### src/rtl/voice_allocator_pkg.sv
// Shared sizing and key-index constants for the keyboard polyphony scheduler.
package voice_allocator_pkg;

    localparam int NUM_KEYS   = 48;
    localparam int NUM_VOICES = 4;
    localparam int KEY_W      = 6;
    localparam int VIDX_W     = $clog2(NUM_VOICES);
    localparam int COUNT_W    = 3;

    localparam logic [KEY_W-1:0] OCT0_BASE = KEY_W'(0);
    localparam logic [KEY_W-1:0] OCT1_BASE = KEY_W'(12);
    localparam logic [KEY_W-1:0] OCT2_BASE = KEY_W'(24);
    localparam logic [KEY_W-1:0] OCT3_BASE = KEY_W'(36);

    localparam logic [KEY_W-1:0] LAST_KEY = KEY_W'(NUM_KEYS - 1);

    function automatic logic [COUNT_W-1:0] popcount_voices(input logic [NUM_VOICES-1:0] bits);
        logic [COUNT_W-1:0] total;
        total = '0;
        for (int i = 0; i < NUM_VOICES; i++) begin
            total = total + {{(COUNT_W-1){1'b0}}, bits[i]};
        end
        return total;
    endfunction

endpackage

### src/rtl/voice_allocator_free_finder.sv
// Combinational search for the lowest-index idle voice.
import voice_allocator_pkg::*;

module voice_free_finder (
    input  logic [NUM_VOICES-1:0] voice_active,
    output logic                  free_found,
    output logic [VIDX_W-1:0]     free_idx
);

    // Walk downwards so the lowest free voice is the last one written.
    always_comb begin
        free_found = 1'b0;
        free_idx   = '0;
        for (int v = NUM_VOICES - 1; v >= 0; v--) begin
            if (!voice_active[v]) begin
                free_found = 1'b1;
                free_idx   = VIDX_W'(v);
            end
        end
    end

endmodule

### src/rtl/voice_allocator.sv
// Scans one key per enabled cycle and assigns/releases tone-generator voices.
import voice_allocator_pkg::*;

module voice_allocator (
    input  logic                        clk,
    input  logic                        reset,
    input  logic                        enable,
    input  logic                        all_off,
    input  logic [NUM_KEYS-1:0]         pressed_key,
    output logic [NUM_VOICES-1:0]       voice_active,
    output logic [NUM_VOICES*KEY_W-1:0] voice_key,
    output logic [NUM_VOICES-1:0]       voice_on,
    output logic [NUM_VOICES-1:0]       voice_off,
    output logic                        overflow,
    output logic [COUNT_W-1:0]          voice_count
);

    logic [KEY_W-1:0]      scan_idx;
    logic [KEY_W-1:0]      scan_idx_nxt;
    logic [KEY_W-1:0]      key_q   [NUM_VOICES];
    logic [KEY_W-1:0]      key_nxt [NUM_VOICES];
    logic [NUM_VOICES-1:0] active_nxt;
    logic [NUM_VOICES-1:0] on_nxt;
    logic [NUM_VOICES-1:0] off_nxt;
    logic                  overflow_nxt;
    logic                  owned;
    logic [VIDX_W-1:0]     owner_idx;
    logic                  free_found;
    logic [VIDX_W-1:0]     free_idx;
    logic                  key_down;

    voice_free_finder u_free_finder (
        .voice_active (voice_active),
        .free_found   (free_found),
        .free_idx     (free_idx)
    );

    assign key_down = pressed_key[scan_idx];

    always_comb begin
        owned     = 1'b0;
        owner_idx = '0;
        for (int v = 0; v < NUM_VOICES; v++) begin
            if (voice_active[v] && (key_q[v] == scan_idx)) begin
                owned     = 1'b1;
                owner_idx = VIDX_W'(v);
            end
        end
    end

    always_comb begin
        scan_idx_nxt = scan_idx;
        if (enable) begin
            scan_idx_nxt = (scan_idx == LAST_KEY) ? '0 : scan_idx + KEY_W'(1);
        end
    end

    // Panic release wins over the scan; the scan counter still advances.
    always_comb begin
        active_nxt   = voice_active;
        on_nxt       = '0;
        off_nxt      = '0;
        overflow_nxt = 1'b0;
        for (int v = 0; v < NUM_VOICES; v++) begin
            key_nxt[v] = key_q[v];
        end
        if (all_off) begin
            off_nxt    = voice_active;
            active_nxt = '0;
        end else if (enable) begin
            if (key_down && !owned) begin
                if (free_found) begin
                    active_nxt[free_idx] = 1'b1;
                    key_nxt[free_idx]    = scan_idx;
                    on_nxt[free_idx]     = 1'b1;
                end else begin
                    overflow_nxt = 1'b1;
                end
            end else if (!key_down && owned) begin
                active_nxt[owner_idx] = 1'b0;
                off_nxt[owner_idx]    = 1'b1;
            end
        end
    end

    always_ff @(posedge clk) begin
        if (reset) begin
            scan_idx     <= '0;
            voice_active <= '0;
            voice_on     <= '0;
            voice_off    <= '0;
            overflow     <= 1'b0;
            voice_count  <= '0;
            for (int v = 0; v < NUM_VOICES; v++) begin
                key_q[v] <= '0;
            end
        end else begin
            scan_idx     <= scan_idx_nxt;
            voice_active <= active_nxt;
            voice_on     <= on_nxt;
            voice_off    <= off_nxt;
            overflow     <= overflow_nxt;
            voice_count  <= popcount_voices(active_nxt);
            for (int v = 0; v < NUM_VOICES; v++) begin
                key_q[v] <= key_nxt[v];
            end
        end
    end

    always_comb begin
        voice_key = '0;
        for (int v = 0; v < NUM_VOICES; v++) begin
            voice_key[v*KEY_W +: KEY_W] = key_q[v];
        end
    end

endmodule

### config.mk
export PLATFORM = sky130hd
export DESIGN_NAME = voice_allocator
export DESIGN_NICKNAME = d
export VERILOG_FILES = /design/src/rtl/voice_allocator_pkg.sv /design/src/rtl/voice_allocator_free_finder.sv /design/src/rtl/voice_allocator.sv
export SDC_FILE = /design/constraint.sdc
export NUM_CORES = 1
export LEC_CHECK = 0
export BUFFER_PORTS_ARGS = -buffer_cell sky130_fd_sc_hd__buf_2
export CAP_MARGIN = 30
export CORE_ASPECT_RATIO = 1.75
export CORE_UTILIZATION = 47
export CTS_BUF_LIST = sky130_fd_sc_hd__clkbuf_8
export DETAILED_ROUTE_END_ITERATION = 12
export GPL_ROUTABILITY_DRIVEN = 0
export GPL_TIMING_DRIVEN = 0
export PLACE_DENSITY_LB_ADDON = 0.05
export SYNTH_ARGS = -nofsm -noshare
export SYNTH_HDL_FRONTEND = slang
export SYNTH_SLANG_ARGS = --single-unit
### constraint.sdc
create_clock -name clk -period 3.2 [get_ports clk]
set_clock_uncertainty 0.1 [all_clocks]
set_input_delay 0.32 -clock clk [delete_from_list [all_inputs] [get_ports clk]]
set_output_delay 0.32 -clock clk [all_outputs]
set_load 0.03 [all_outputs]
==> out/results.ini <==
[timing]
tightest_slew_ps=734
setup_ws_ps=-227
relSlewSlack_pct=51.0
period_share_pct=107
slew_viol_final=0
hold_violations=0
min_period_ps=3430
rsz0062_at_grt=true
whs_ps=227
clock.fmax_ghz=0.292
setup_viol=3

[detailed_routing]
totalWireLength_um=6950
met1Wirelength_um=2630
wl_met3_um=233
wl_met2_um=3940
vias_per_cell=5.29
vias=2425
postRouteAntennaNets=0
first_pass_iters=4
dr.max_layer_used=met4
wl_per_cell_um=15.2
drc=0
initialDrtViolationCount=101

[hold_path]
min_path_type=in2reg
worstHoldStart=reset

[power_and_ir_drop]
powerDensity_nw_per_um2=333
clkPwrFrac_pct=28.8
p_leak_nw=1.52
switching_power_uw=325
intPower_uw=866
ir_worst_vdd_uv=229
sw_frac_of_total_pct=27.3
total_power_mw=1.19
seqPwrFrac_pct=49.3
power_frac_comb_pct=21.9

[floorplan]
design.core.area_um2=5340
die_w_um=58.8
initial_utilization_pct=49.6
ios=92
die_area_um2=5950
rows=35
die_y_um=101

[finish]
num-nets-final=439
syn2layout_area_growth_pct=35.0
drive_gt1_share_pct=39.8
diodes=0

[worst_setup_path]
critPathTopFamily=compound AO/OA/AOI/OAI gates
crit_path_max_incr_delay_ps=490
worstPathCellList=buf_12 > buf_4 > mux2_2 > a32oi_1 > a41oi_1 > o21ai_4 > a21oi_4 > a41oi_2 > or3_4 > fa_1 > inv_2 > ha_4 > ha_4 > nor2b_4
path_max_fanout=5
crit_type=reg2reg
crit_top_cell=ha_4
cp-end-kind=register
cp_data_arrival_time_ps=3500
startpoint=scan_idx[0]
critPathSlowestCell=fa_1
required_ps=3280
r2r_start=scan_idx[0]
path_buf_inv=3
setup.worst_path.start_class=register

[clocking]
clk_latency_ps=290
htreeDepth=2
numCtsBuffers=5
clk_pin_slew_ps=90
cts.path.max_buffers=2
root_buffer=clkbuf_8
cts_tree=built
cts.sinks=46

[synthesis]
synth.distinct_cells=46
syn_avg_cell_area_um2=9.67
synthArstFlopShare_pct=0
synth_seq_cells=46
ys_warn_count=0
synthFlopType=dfxtp_1
synth-edff-count=0
yosysSeqAreaShare_pct=34.7
syn-num-nets=330
syn_inst=274
mappedNetlistArea_um2=2650

[grt]
grt_overflow_total=0
grt_pass1_wl_um=10700
grt_max_degree=15
antenna_found_initial=0
grt_pass1_vias=2261
grt_usage_pct=23.7

[place]
dp_hpwl_um=5180
io_buffers=90

[outcome]
violations=setup timing
status=finished, violations left

[job]
cap_viol_max_count=0

-- through the flow --
step | worst slack, ps | setup TNS [ps] | cells | area, µm² | utilization, %
global placement | -575 | -1460 | 438 | 3220 | 60.3
floorplan | -137 | -186 | 274 | 2680 | -
global route | -300 | -692 | 458 | 3580 | 67.0
finish | -227 | -471 | 458 | 3580 | 67.0
CTS | -293 | -698 | 456 | 3510 | 65.7
detailed placement | -588 | -1510 | 438 | 3220 | 60.3
-- Yosys cell counts (all sizes together) (2+ instances only) --
cell type  instances  area [µm²]
dfxtp             46         921
mux2i             38         380
nor2              32         120
nand2             15        56.3
xnor2             15         131
nand2b            13        81.3
buf               12        67.6
xor2              12         105
clkbuf             9        33.8
nor2b              8        50.1
mux4               7         158
a21oi              6        33.8
nand4              6        37.5
nor3               5        25.0
or3                5        31.3
a2111oi            4        72.6
or4                4        30.0
ha                 3        37.5
inv                3        11.3
nor4               3        18.8
o21ai              3        18.8
a211oi             2        20.0
a31oi              2        27.5
a32oi              2        17.5
a41oi              2        17.5
mux2               2        22.5
nand3              2        10.0
nor3b              2        15.0
-- layout by cell type (no fill, tap or decap), types with 6 or more instances in the layout --
master,count
nor2b_1,6
buf_4,14
xnor2_1,15
buf_2,94
clkbuf_1,9
xor2_1,12
nand4_1,6
nand2_1,14
nand2b_1,13
nor2_1,32
dfxtp_1,42
mux4_2,7
mux2i_1,37
-- layer usage --
layer,vias to the layer above,GRT usage (%)
li1,1186,-
met1,1146,25.7
met2,80,43.2
met3,13,3.58
met4,0,12.1
met5,-,0
-- registers in the layout, summed over array words and instances, names as in the netlist --
name	cells
key_q	24
scan_idx	6
voice_active	4
voice_off	4
voice_on	4
voice_count	3
overflow	1
-- power by group through the flow --
stage | logic, mW | clock network, mW | registers [mW]
floorplan | 0.139 | 0 | 0.603
global placement | 0.206 | 0 | 0.599
detailed placement | 0.208 | 0 | 0.599
CTS | 0.247 | 0.354 | 0.587
global route | 0.278 | 0.380 | 0.588
finish | 0.261 | 0.343 | 0.587
-- worst paths after layout --
kind                                       end  slack, ps  cells past startpoint
worst max-delay path            voice_count[1]       -230                     14
worst min register to register     key_q[2][5]        400                      2
worst max register to register  voice_count[1]       -230                     14
worst min-delay path               key_q[2][5]        230                      3
-- area by class of cell --
type | instances | area [µm²]
timing repair buffer | 102 | 573
inverter | 3 | 11.3
sequential | 46 | 928
buffer | 21 | 139
multi-input combinational | 204 | 1750
fill | 482 | 1760
clock inverter | 3 | 17.5
clock buffer | 5 | 68.8
tap | 74 | 92.6
-- repair_timing --
| item | 4_1_cts | 5_1_grt |
|---|---|---|
| pin swaps | 6 | 7 |
| gates cloned | 1 | 0 |
| resized for setup | 21 | 9 |
| hold buffers | 0 | 0 |
| endpoints found under the setup margin | 3 | 3 |
| buffers inserted | 9 | 2 |
-- cell families after synthesis --
kind of cell	count (synthesis)	synth area share, %
flops	46	34.7
fa+ha+maj	4	2.17
buf+inv	24	4.25
compound gates	26	9.40
xor+xnor	27	8.92
mux	47	21.2
simple gates	100	19.4
-- tightest hold or removal path: stages --
cell and delay, ps:
buf_2 100, nand2b_1 100, mux2i_1 60
Note: power is estimated with default switching activity, not from simulation.
